File: src/rtl/pipe_pkg.sv
`default_nettype none
// ============================================================================
// Module      : pipe_pkg
// Description : Shared definitions for the handshaked pipeline-stage register.
//               Holds the bit positions of the EX/MEM control bundle and the
//               default widths used by pipe_stage_skid and pipe_sat_cnt.
// Ports       : none (package)
// Revision    : 1.0 - initial release
// ============================================================================
package pipe_pkg;

  // EX/MEM control bundle layout
  localparam int CTRL_REGWRITE    = 0;
  localparam int CTRL_MEMWRITE    = 1;
  localparam int CTRL_DMTYPE_LSB  = 2;
  localparam int CTRL_DMTYPE_MSB  = 4;
  localparam int CTRL_WDSEL_LSB   = 5;
  localparam int CTRL_WDSEL_MSB   = 6;
  localparam int CTRL_W_EXMEM     = 7;

  // Default widths for a generic stage
  localparam int PIPE_DATA_W      = 32;
  localparam int PIPE_CTRL_W      = 8;
  localparam int PIPE_CNT_W       = 16;

endpackage : pipe_pkg
`default_nettype wire

File: src/rtl/pipe_sat_cnt.sv
`default_nettype none
// ============================================================================
// Module      : pipe_sat_cnt
// Description : Saturating up-counter. Increments by one on every cycle with
//               inc_i=1 until it reaches all ones, then holds. Only reset
//               clears it.
// Ports       : clk      - rising-edge clock
//               rst      - synchronous active-low reset
//               inc_i    - increment request for this cycle
//               count_o  - current count
// Revision    : 1.0 - initial release
// ============================================================================
module pipe_sat_cnt
  import pipe_pkg::*;
#(
  parameter int CNT_W = PIPE_CNT_W
) (
  input  logic             clk,
  input  logic             rst,
  input  logic             inc_i,
  output logic [CNT_W-1:0] count_o
);

  logic [CNT_W-1:0] count_q;
  logic [CNT_W-1:0] count_d;

  always_comb begin
    count_d = count_q;
    if (inc_i && (count_q != {CNT_W{1'b1}})) begin
      count_d = count_q + CNT_W'(1);
    end
  end

  always_ff @(posedge clk) begin
    if (!rst) begin
      count_q <= '0;
    end else begin
      count_q <= count_d;
    end
  end

  assign count_o = count_q;

endmodule : pipe_sat_cnt
`default_nettype wire

File: src/rtl/pipe_stage_skid.sv
`default_nettype none
// ============================================================================
// Module      : pipe_stage_skid
// Description : Handshaked pipeline-stage register carrying an opaque data
//               bundle and a control bundle. Valid/ready backpressure, an
//               optional two-entry skid buffer (registered in_ready), a flush
//               that turns all held beats into a bubble, and a saturating
//               stall counter.
// Ports       : clk          - rising-edge clock
//               rst          - synchronous active-low reset
//               flush_i      - kill held beats and the beat offered this cycle
//               in_valid_i   - upstream beat present
//               in_ready_o   - stage can accept a beat this cycle
//               in_data_i    - upstream payload
//               in_ctrl_i    - upstream control bundle
//               out_valid_o  - beat presented downstream
//               out_ready_i  - downstream accepts this cycle
//               out_data_o   - payload of the head beat (holds when invalid)
//               out_ctrl_o   - control of the head beat, zero when invalid
//               stall_cnt_o  - saturating count of stalled output cycles
// Revision    : 1.0 - initial release
// ============================================================================
module pipe_stage_skid
  import pipe_pkg::*;
#(
  parameter int DATA_W = PIPE_DATA_W,
  parameter int CTRL_W = PIPE_CTRL_W,
  parameter int SKID   = 1,
  parameter int CNT_W  = PIPE_CNT_W
) (
  input  logic              clk,
  input  logic              rst,
  input  logic              flush_i,
  input  logic              in_valid_i,
  output logic              in_ready_o,
  input  logic [DATA_W-1:0] in_data_i,
  input  logic [CTRL_W-1:0] in_ctrl_i,
  output logic              out_valid_o,
  input  logic              out_ready_i,
  output logic [DATA_W-1:0] out_data_o,
  output logic [CTRL_W-1:0] out_ctrl_o,
  output logic [CNT_W-1:0]  stall_cnt_o
);

  localparam bit HAS_SKID = (SKID != 0);

  // Main entry (head beat presented downstream)
  logic              m_v_q,    m_v_d;
  logic [DATA_W-1:0] m_data_q, m_data_d;
  logic [CTRL_W-1:0] m_ctrl_q, m_ctrl_d;

  // Skid entry; stays permanently empty when the skid buffer is disabled
  logic              s_v_q,    s_v_d;
  logic [DATA_W-1:0] s_data_q, s_data_d;
  logic [CTRL_W-1:0] s_ctrl_q, s_ctrl_d;

  logic w_accept;
  logic w_pop;
  logic w_in_ready;
  logic w_stall_inc;

  generate
    if (HAS_SKID) begin : g_skid_ready
      // Registered ready: only the skid occupancy decides, so there is no
      // combinational path from out_ready_i back to in_ready_o.
      assign w_in_ready = ~s_v_q;
    end else begin : g_direct_ready
      assign w_in_ready = ~m_v_q | out_ready_i;
    end
  endgenerate

  assign w_accept = in_valid_i & w_in_ready;
  assign w_pop    = m_v_q & out_ready_i;

  always_comb begin
    m_v_d    = m_v_q;
    m_data_d = m_data_q;
    m_ctrl_d = m_ctrl_q;
    s_v_d    = s_v_q;
    s_data_d = s_data_q;
    s_ctrl_d = s_ctrl_q;

    if (flush_i) begin
      // Payload registers keep their contents; only the valid bits drop.
      m_v_d = 1'b0;
      s_v_d = 1'b0;
    end else if (HAS_SKID && s_v_q && w_pop) begin
      // Skid beat moves up; in_ready is low so nothing new can arrive.
      m_v_d    = 1'b1;
      m_data_d = s_data_q;
      m_ctrl_d = s_ctrl_q;
      s_v_d    = 1'b0;
    end else if (!m_v_q || w_pop) begin
      m_v_d = w_accept;
      if (w_accept) begin
        m_data_d = in_data_i;
        m_ctrl_d = in_ctrl_i;
      end
    end else if (HAS_SKID && w_accept) begin
      // Head is stalled but ready was still high: park the beat in the skid.
      s_v_d    = 1'b1;
      s_data_d = in_data_i;
      s_ctrl_d = in_ctrl_i;
    end

    if (!HAS_SKID) begin
      s_v_d    = 1'b0;
      s_data_d = '0;
      s_ctrl_d = '0;
    end
  end

  always_ff @(posedge clk) begin
    if (!rst) begin
      m_v_q    <= 1'b0;
      m_data_q <= '0;
      m_ctrl_q <= '0;
      s_v_q    <= 1'b0;
      s_data_q <= '0;
      s_ctrl_q <= '0;
    end else begin
      m_v_q    <= m_v_d;
      m_data_q <= m_data_d;
      m_ctrl_q <= m_ctrl_d;
      s_v_q    <= s_v_d;
      s_data_q <= s_data_d;
      s_ctrl_q <= s_ctrl_d;
    end
  end

  // Stall is judged on the state held at the edge, so a flush in the same
  // cycle still counts the stalled cycle.
  assign w_stall_inc = m_v_q & ~out_ready_i;

  pipe_sat_cnt #(
    .CNT_W (CNT_W)
  ) u_stall_cnt (
    .clk     (clk),
    .rst     (rst),
    .inc_i   (w_stall_inc),
    .count_o (stall_cnt_o)
  );

  assign in_ready_o  = w_in_ready;
  assign out_valid_o = m_v_q;
  assign out_data_o  = m_data_q;
  // A bubble must never carry live control bits downstream.
  assign out_ctrl_o  = m_v_q ? m_ctrl_q : '0;

endmodule : pipe_stage_skid
`default_nettype wire

File: config.mk
export PLATFORM = sky130hd
export DESIGN_NAME = pipe_stage_skid
export DESIGN_NICKNAME = d
export VERILOG_FILES = /design/src/rtl/pipe_pkg.sv /design/src/rtl/pipe_sat_cnt.sv /design/src/rtl/pipe_stage_skid.sv
export SDC_FILE = /design/constraint.sdc
export NUM_CORES = 1
export LEC_CHECK = 0
export ABC_CLOCK_PERIOD_IN_PS = 1400
export BUFFER_PORTS_ARGS = -buffer_cell sky130_fd_sc_hd__buf_4
export CAP_MARGIN = 20
export CORE_MARGIN = 1
export CORE_UTILIZATION = 48
export CTS_CLUSTER_DIAMETER = 200
export CTS_CLUSTER_SIZE = 40
export DETAILED_ROUTE_END_ITERATION = 10
export HOLD_SLACK_MARGIN = 0.15
export PLACE_DENSITY = 0.81
export SLEW_MARGIN = 20
export SYNTH_ARGS = -nofsm -noshare
export SYNTH_HDL_FRONTEND = slang
export SYNTH_SLANG_ARGS = --single-unit
File: constraint.sdc
create_clock -name clk -period 1.4 [get_ports clk]
set_input_delay 0.07 -clock clk [delete_from_list [all_inputs] [get_ports clk]]
set_output_delay 0.07 -clock clk [all_outputs]
set_load 0.02 [all_outputs]
# Word level (Yosys, flattened, before mapping)
# Index checks and enable logic that the tools add are counted.
# totals
out_inout_bits	58
latchBits	0
mem_count	0
mem_bits_rw	0
mem_bits_ro	0
regBits	98
inputBits	45
wordCells	38
# classes
multipliers	0
muxes	9
n_shift	0
add_sub_neg	1
div_mod_pow	0
magnitude_cmp	0
bitwise	9
eq_ne	1
n_reduce_logical	11
# ops
op	n
32-bit two-way mux	3
8-bit two-way mux	4
16-bit by 1-bit adder with 16-bit output, second input constant	1
16-bit != test, second input constant	1
1-bit NOT	6
4-bit AND reduction	1
2-bit nonzero test	2
1-bit bitwise AND	3
3-bit AND reduction	1
3-bit OR reduction	1
1-bit logical AND	2
1-bit two-way mux	2
2-bit AND reduction	1
2-bit OR reduction	1
1-bit zero test	1
1-bit logical OR	1

# Longest topological paths before layout
# Gate-level depths: netlist of the first run.
# depth
depth_word	5
ltp_mapped	7
mapped_depth_nobuf	5

# By module
# A second synthesis of the first run with hierarchy kept.
# unflattened
cells_unflattened	493
area_unflattened_um2	4670.7
# by_module_without_submodules
module	n_inst	area_each_um2	seq_area_each_um2	cells_each
pipe_stage_skid	1	3833.7	1641.6	396
pipe_sat_cnt	1	837.1	320.3	97

# Worst setup path after synthesis of the first run
# OpenSTA, ideal clock, no wires.
# synth_timing
path_kind	register to register
start	reg u_stall_cnt.count_q[0] (netlist: u_stall_cnt.count_o[0])
end	reg u_stall_cnt.count_q[10] (netlist: u_stall_cnt.count_o[10])
setup_ns	0.119
t_required_ns	1.281
path_slack_ns	-0.302
t_arrival_ns	1.583
path_stages_with_launch	6
n_path_buf	0
synth_period_minus_slack_ns	1.702
path_cell_list	dfxtp_1 > ha_1 > nand3_1 > a2111oi_2 > nand3_1 > mux2i_1
# synth_between
elab_chain_cells	2
elab_cells_between_ends	3
cone_classes	add/sub: 1; eq/ne: 1; reduce/logical: 1
# synth_rtl
element	line_no	source
from (decl)	pipe_sat_cnt.sv:24	logic [CNT_W-1:0] count_q;
from (signal assigned)	pipe_sat_cnt.sv:38	count_q <= count_d;
branches (longest 2 deep; another with 16-bit by 1-bit adder with 16-bit output)	n/a	
# Several ways; the timed one is not identified.
# A chain may end at the register's enable or synchronous reset.

# Worst setup path in the final report of the first run
# layout_timing
start	reg m_v_q (netlist: out_valid_o)
end	reg u_stall_cnt.count_q[9] (netlist: u_stall_cnt.count_o[9])
# layout_between
elab_chain_cells	2
# layout_rtl
element	line_no	source
from (decl)	pipe_stage_skid.sv:48	logic m_v_q, m_v_d;
from (signal assigned)	pipe_stage_skid.sv:122	m_v_q <= m_v_d;
1-bit bitwise AND	pipe_stage_skid.sv:133	assign w_stall_inc = m_v_q & ~out_ready_i;
1-bit logical AND	pipe_sat_cnt.sv:29	if (inc_i && (count_q != {CNT_W{1'b1}})) begin
# Every way passes these cells.

==> results of run 1 <==
flip-flops by register name, summed over array words and instances, names as in the netlist:
| name | cells |
|---|---|
| s_v_q | 1 |
| out_data_o | 32 |
| m_ctrl_q | 8 |
| s_data_q | 32 |
| u_stall_cnt.count_o | 16 |
| s_ctrl_q | 8 |
| out_valid_o | 1 |
synthesized netlist by cell type, drive strengths merged:
master,number
nand4,7
mux2i,42
nor4,1
ha,1
or4,6
nand2b,4
xor2,1
clkbuf,20
nand2,89
o31ai,7
nand3,5
dfxtp,98
and4,4
nor2,43
a311oi,1
inv,4
o311ai,1
o21ai,5
nor3,2
and2,8
and3,1
a211oi,42
a2111oi,1
or3,6
a21oi,54
xnor2,1
buf,13
nor2b,1
power by group through the flow:
stage                     clock [mW]  combinational [mW]  sequential, mW
after floorplan                    0               0.246            3.05
after global placement             0               0.621            2.97
after detailed placement           0               0.639            2.97
after CTS                       1.90               0.817            2.91
after global routing            2.02                1.05            2.93
final                           1.93                1.00            2.92
metal layers:
metal	GRT usage (%)	up-vias	wire, um
met4	12.5	0	804
met5	0	-	0
met2	49.3	303	8710
li1	-	2048	-
met3	5.31	80	1220
met1	30.9	2332	6170
timing repair:
item | in CTS | in global routing
endpoints found under the hold margin | 84 | 0
setup buffers | 10 | 10
gates cloned | 2 | 13
hold buffers | 45 | 0
setup endpoints to repair | 55 | 94
gates resized for setup | 32 | 158
pin swaps | 33 | 67
metrics by stage:
stage / instance area [um2] / std cells / hold slack, ns / worst slack, ns
final: 7200 / 775 / 0.194 / -0.186
after global routing: 7200 / 775 / 0.194 / -0.388
after CTS: 6280 / 754 / 0.158 / -0.0680
after detailed placement: 5350 / 682 / 0.335 / -0.0892
after global placement: 5350 / 682 / 0.328 / -0.0242
after floorplan: 4240 / 468 / 0.170 / -0.0508
cells by family after synthesis:
family,share of synthesized area (%)
AND/OR/NAND/NOR,20.3
AO/OA/AOI/OAI,17.2
flip-flops,47.7
multiplexers,10.2
buffers and inverters,3.77
XOR/XNOR,0.426
adder cells (fa/ha/maj),0.304
worst max-delay path, stage by stage (launching register included):
cell	delay, ns
dfxtp_4	0.39
nor2b_4	0.31
nand3_4	0.15
buf_6	0.16
o31ai_2	0.35
a21oi_2	0.12
area by class of cell:
cell class              instances  area [um2]  share of cell area [%]
well taps                     105         131                    1.83
repair buffers                220        2130                    29.5
inverters                       4        15.0                   0.209
flip-flops and latches         98        2020                    28.1
multi-input cells             333        2710                    37.6
clock inverters                 5        61.3                   0.852
clock buffers                  10         138                    1.91
path summary, 6_finish.rpt:
check,start,to,slack (ns),cells after the start
worst max-delay path,out_valid_o$_SDFFE_PP0P_,u_stall_cnt.count_o[9]$_SDFFE_PN0P_,-0.19,5
worst min-delay path,out_ready_i,u_stall_cnt.count_o[12]$_SDFFE_PN0P_,0.19,5
worst max register to register,out_valid_o$_SDFFE_PP0P_,u_stall_cnt.count_o[9]$_SDFFE_PN0P_,-0.19,5
worst min register to register,s_data_q[9]$_SDFFE_PN0P_,s_data_q[9]$_SDFFE_PN0P_,0.47,2
==> flow_metrics.env, run 1 <==
export IMPL_grt_pass1_wl_um=18900
export IMPL_insertedDiodeCount=0
export IMPL_endpoint_kind="flip-flop"
export IMPL_critPathKind="flip-flop to flip-flop"
export IMPL_grt_pass1_vias=4064
export IMPL_yosysUniqueCellTypes=35
export IMPL_violations="setup timing"
export IMPL_clkLatencyLatePin_ns=0.37
export IMPL_worst_slack_ns=-0.186
export IMPL_ant_nets=0
export IMPL_rsz0062_at_grt="yes"
export IMPL_critical_path_startpoint_type="flip-flop"
export IMPL_die_y_um=94.5
export IMPL_tns_ns=-7.34
export IMPL_synth_top_cells_by_area="dfxtp_1, mux2i_1, nand2_1"
export IMPL_initialDrtViolationCount=222
export IMPL_cp_data_arrival_time_ns=1.84
export IMPL_port_buffers=102
export IMPL_pwr_share_comb_pct=17.1
export IMPL_setup_viol=95
export IMPL_synth_top_area_share_pct=47.7
export IMPL_synth_seq_cells=98
export IMPL_fin_crit_sh_pct=113
export IMPL_ios=103
export IMPL_gp_congestion=0.815
export IMPL_die_width_um=94.5
export IMPL_wirelength_um=16900
export IMPL_num_vias=4763
export IMPL_power_density_nw_per_um2=814
export IMPL_syn_area_per_cell_um2=8.78
export IMPL_final_nets=712
export IMPL_initial_core_util_pct=49.8
export IMPL_cts_sinks=98
export IMPL_drc=0
export IMPL_slew_headroom_pct=55.3
export IMPL_final_cell_mix="buf_4, dfxtp_1, nand2_1"
export IMPL_cts_tree="yes"
export IMPL_overflow=0
export IMPL_clk_pin_slew_ns=0.10
export IMPL_maxClockFrequency_mhz=630
export IMPL_worst_slew_pin_slew_ns=0.670
export IMPL_rows=33
export IMPL_hold_violations=0
export IMPL_grt_max_degree=53
export IMPL_switching_share_pct=28.1
export IMPL_mappedNetlistArea_um2=4110
export IMPL_syn_nets=514
export IMPL_yosysSeqAreaShare_pct=47.7
export IMPL_drive_gt1_share_pct=53.4
export IMPL_root_buffer="clkbuf_8"
export IMPL_area_delta_synth_final_pct=75.1
export IMPL_required_ns=1.65
export IMPL_pwr_share_seq_pct=49.9
export IMPL_status="complete, but fails checks"
export IMPL_cts_buffers=9
export IMPL_antenna_found_initial=0
export IMPL_dp_hpwl_um=7020
export IMPL_drv_slew=0
export IMPL_routedWlPerCell_um=21.8
export IMPL_ys_warn_count=0
export IMPL_switchingPower_mw=1.65
export IMPL_viasPerCell=6.15
export IMPL_layout_commonest_cell="buf_4"
export IMPL_clockPowerShare_pct=33.0
export IMPL_hp_class="input port to flip-flop"
export IMPL_fillCellCount=364
export IMPL_grt_usage_pct=27.3
export IMPL_ir_worst_vdd_uv=730
export IMPL_yosys_area_top_type="dfxtp_1"
export IMPL_p_total_mw=5.86
export IMPL_clockBufferDepth=2
export IMPL_syn_inst=468
export IMPL_first_pass_iters=4
export IMPL_crit_path_max_fanout=6
export IMPL_skew_ns=0.00622
export IMPL_dieArea_um2=8940
export IMPL_power_leakage_nw=3.17
export IMPL_ctsHtreeMaxLevel=3
export IMPL_fin_util_pct=87.1
export IMPL_cap_viol_max_count=0
export IMPL_p_int_mw=4.21
export IMPL_period_needed_ns=1.59
export IMPL_core_area_um2=8260
No activity file was read; power rests on OpenSTA's default activity.
==> run 2, diff against run 1 <==
Settings changed: ABC_CLOCK_PERIOD_IN_PS 1400 to 2000, BUFFER_PORTS_ARGS -buffer_cell sky130_fd_sc_hd__buf_4 to unset, CORE_UTILIZATION 48 to 51, DONT_BUFFER_PORTS set to 1, PLACE_DENSITY 0.81 to 0.71.
Clock period 1.4 ns to 2 ns, I/O delays scaled along.
==> run 2 against run 1 <==
Effect of this change: the flow now finishes without violations; critical path depth shrank 1; global-route usage fell by 4.5 points; maximum frequency is 11% lower; clock power is 28% lower; non-clock buffer count is 145 lower.
==> flow_metrics.env, run 2 (synthesis gave the netlist of run 1 again) <==
export IMPL_status="completed"
export IMPL_initial_core_util_pct=52.9
export IMPL_rows=32
export IMPL_overflow=0
export IMPL_ir_worst_vdd_uv=425
export IMPL_final_nets=567
export IMPL_skew_ns=0.0131
export IMPL_grt_pass1_wl_um=15600
export IMPL_grt_usage_pct=22.8
export IMPL_clockBufferDepth=2
export IMPL_area_delta_synth_final_pct=22.7
export IMPL_clkLatencyLatePin_ns=0.35
export IMPL_antenna_found_initial=0
export IMPL_first_pass_iters=5
export IMPL_initialDrtViolationCount=146
export IMPL_slew_headroom_pct=65.3
export IMPL_switchingPower_uw=934
export IMPL_core_area_um2=7770
export IMPL_grt_pass1_vias=3467
export IMPL_multi_input_area_um2=2010
export IMPL_required_ns=2.25
export IMPL_hp_class="input port to flip-flop"
export IMPL_switching_share_pct=24.6
export IMPL_drv_slew=0
export IMPL_p_int_mw=2.86
export IMPL_critical_path_startpoint_type="flip-flop"
export IMPL_worst_slew_pin_slew_ns=0.521
export IMPL_port_buffers=0
export IMPL_postCtsSetupBuffers=0
export IMPL_fillCellCount=656
export IMPL_tns_ns=0
export IMPL_clk_pin_slew_ns=0.10
export IMPL_die_width_um=91.8
export IMPL_final_cell_mix="dfxtp_1, nand2_1, a21oi_1"
export IMPL_period_needed_ns=1.78
export IMPL_insertedDiodeCount=0
export IMPL_pwr_share_comb_pct=7.9
export IMPL_p_total_mw=3.80
export IMPL_die_y_um=91.8
export IMPL_rsz0062_at_grt="no"
export IMPL_power_leakage_nw=1.99
export IMPL_dp_hpwl_um=5930
export IMPL_wirelength_um=9350
export IMPL_cap_viol_max_count=0
export IMPL_setup_viol=0
export IMPL_ant_nets=0
export IMPL_min_from="rst"
export IMPL_grt_max_degree=63
export IMPL_r2r_start="u_stall_cnt.count_o[9]$_SDFFE_PN0P_"
export IMPL_power_density_nw_per_um2=753
export IMPL_drive_gt1_share_pct=9.51
export IMPL_viasPerCell=5.64
export IMPL_gp_congestion=0.767
export IMPL_fin_util_pct=64.9
export IMPL_num_vias=3545
export IMPL_dieArea_um2=8420
export IMPL_endpoint_kind="flip-flop"
export IMPL_layout_commonest_cell="dfxtp_1"
export IMPL_cts_sinks=98
export IMPL_cts_tree="yes"
export IMPL_crit_path_max_fanout=9
export IMPL_routedWlPerCell_um=14.9
export IMPL_fin_crit_sh_pct=88.8
export IMPL_pwr_share_seq_pct=55.6
export IMPL_maxClockFrequency_mhz=563
export IMPL_ctsHtreeMaxLevel=3
export IMPL_critPathKind="flip-flop to flip-flop"
export IMPL_critPathLaunch="u_stall_cnt.count_o[9]$_SDFFE_PN0P_"
export IMPL_root_buffer="clkbuf_8"
export IMPL_drc=0
export IMPL_cp_data_arrival_time_ns=2.02
export IMPL_ios=103
export IMPL_hold_violations=0
export IMPL_cts_buffers=9
export IMPL_clockPowerShare_pct=36.5
export IMPL_final_seq_area_um2=1960
[run 2: cell types whose count changed in the layout (fill, tap and decap cells not counted), sizes merged]
| cell | delta |
|---|---|
| buf | -144 |
| bufinv | +1 |
| clkbuf | -9 |
| clkinvlp | +1 |
| dlygate4sd3 | +8 |
| inv | -1 |
[run 2: repair_timing]
action                                  CTS  global route
gates resized for setup                   0             1
hold buffers                             53             0
hold endpoints to repair                 93             0
endpoints found under the setup margin    0             1
[run 2: routing by layer]
metal / vias up / GRT usage, % / wire length (um)
met4: 0 / 9.11 / 208
li1: 1761 / - / -
met3: 20 / 4.81 / 502
met5: - / 0 / 0
met1: 1667 / 26.8 / 4090
met2: 97 / 40.4 / 4550
[run 2: area by class of cell]
class                           count  area share, %
Inverter                            4          0.298
Tap cell                          102           2.53
Multi-Input combinational cell    333           39.9
Clock buffer                       10           2.53
Timing Repair Buffer               75           14.0
Clock inverter                      6           1.76
Sequential cell                    98           38.9
[run 2: power by group through the flow]
stage	logic, mW	registers, mW	clock network, mW
2_1_floorplan	0.169	2.15	0
3_3_place_gp	0.205	2.15	0
3_5_place_dp	0.213	2.16	0
4_1_cts	0.300	2.11	1.42
5_1_grt	0.334	2.12	1.50
6_report	0.302	2.11	1.38
[run 2: stage by stage]
step	area, um2	std cells	worst slack (ns)	hold slack (ns)
finish	5040	628	0.225	0.204
global route	5040	628	0.0910	0.217
CTS	5040	628	0.111	0.199
detailed placement	4290	559	0.257	0.206
global placement	4290	559	0.306	0.203
floorplan	4110	468	0.298	0.200
[run 2: path summary, 6_finish.rpt]
kind | end | slack [ns] | depth (start not counted)
worst min-delay path | u_stall_cnt.count_o[4]$_SDFFE_PN0P_ | 0.20 | 3
worst min register to register | s_ctrl_q[7]$_SDFFE_PN0P_ | 0.46 | 2
worst max-delay path | u_stall_cnt.count_o[2]$_SDFFE_PN0P_ | 0.22 | 4
worst max register to register | u_stall_cnt.count_o[2]$_SDFFE_PN0P_ | 0.22 | 4
[run 2: critical path, cell delays in order (launching register included)]
cell and delay, ns:
dfxtp_1 0.55, nand4_1 0.28, nor4_4 0.49, nor2_2 0.09
a311oi_1 0.27
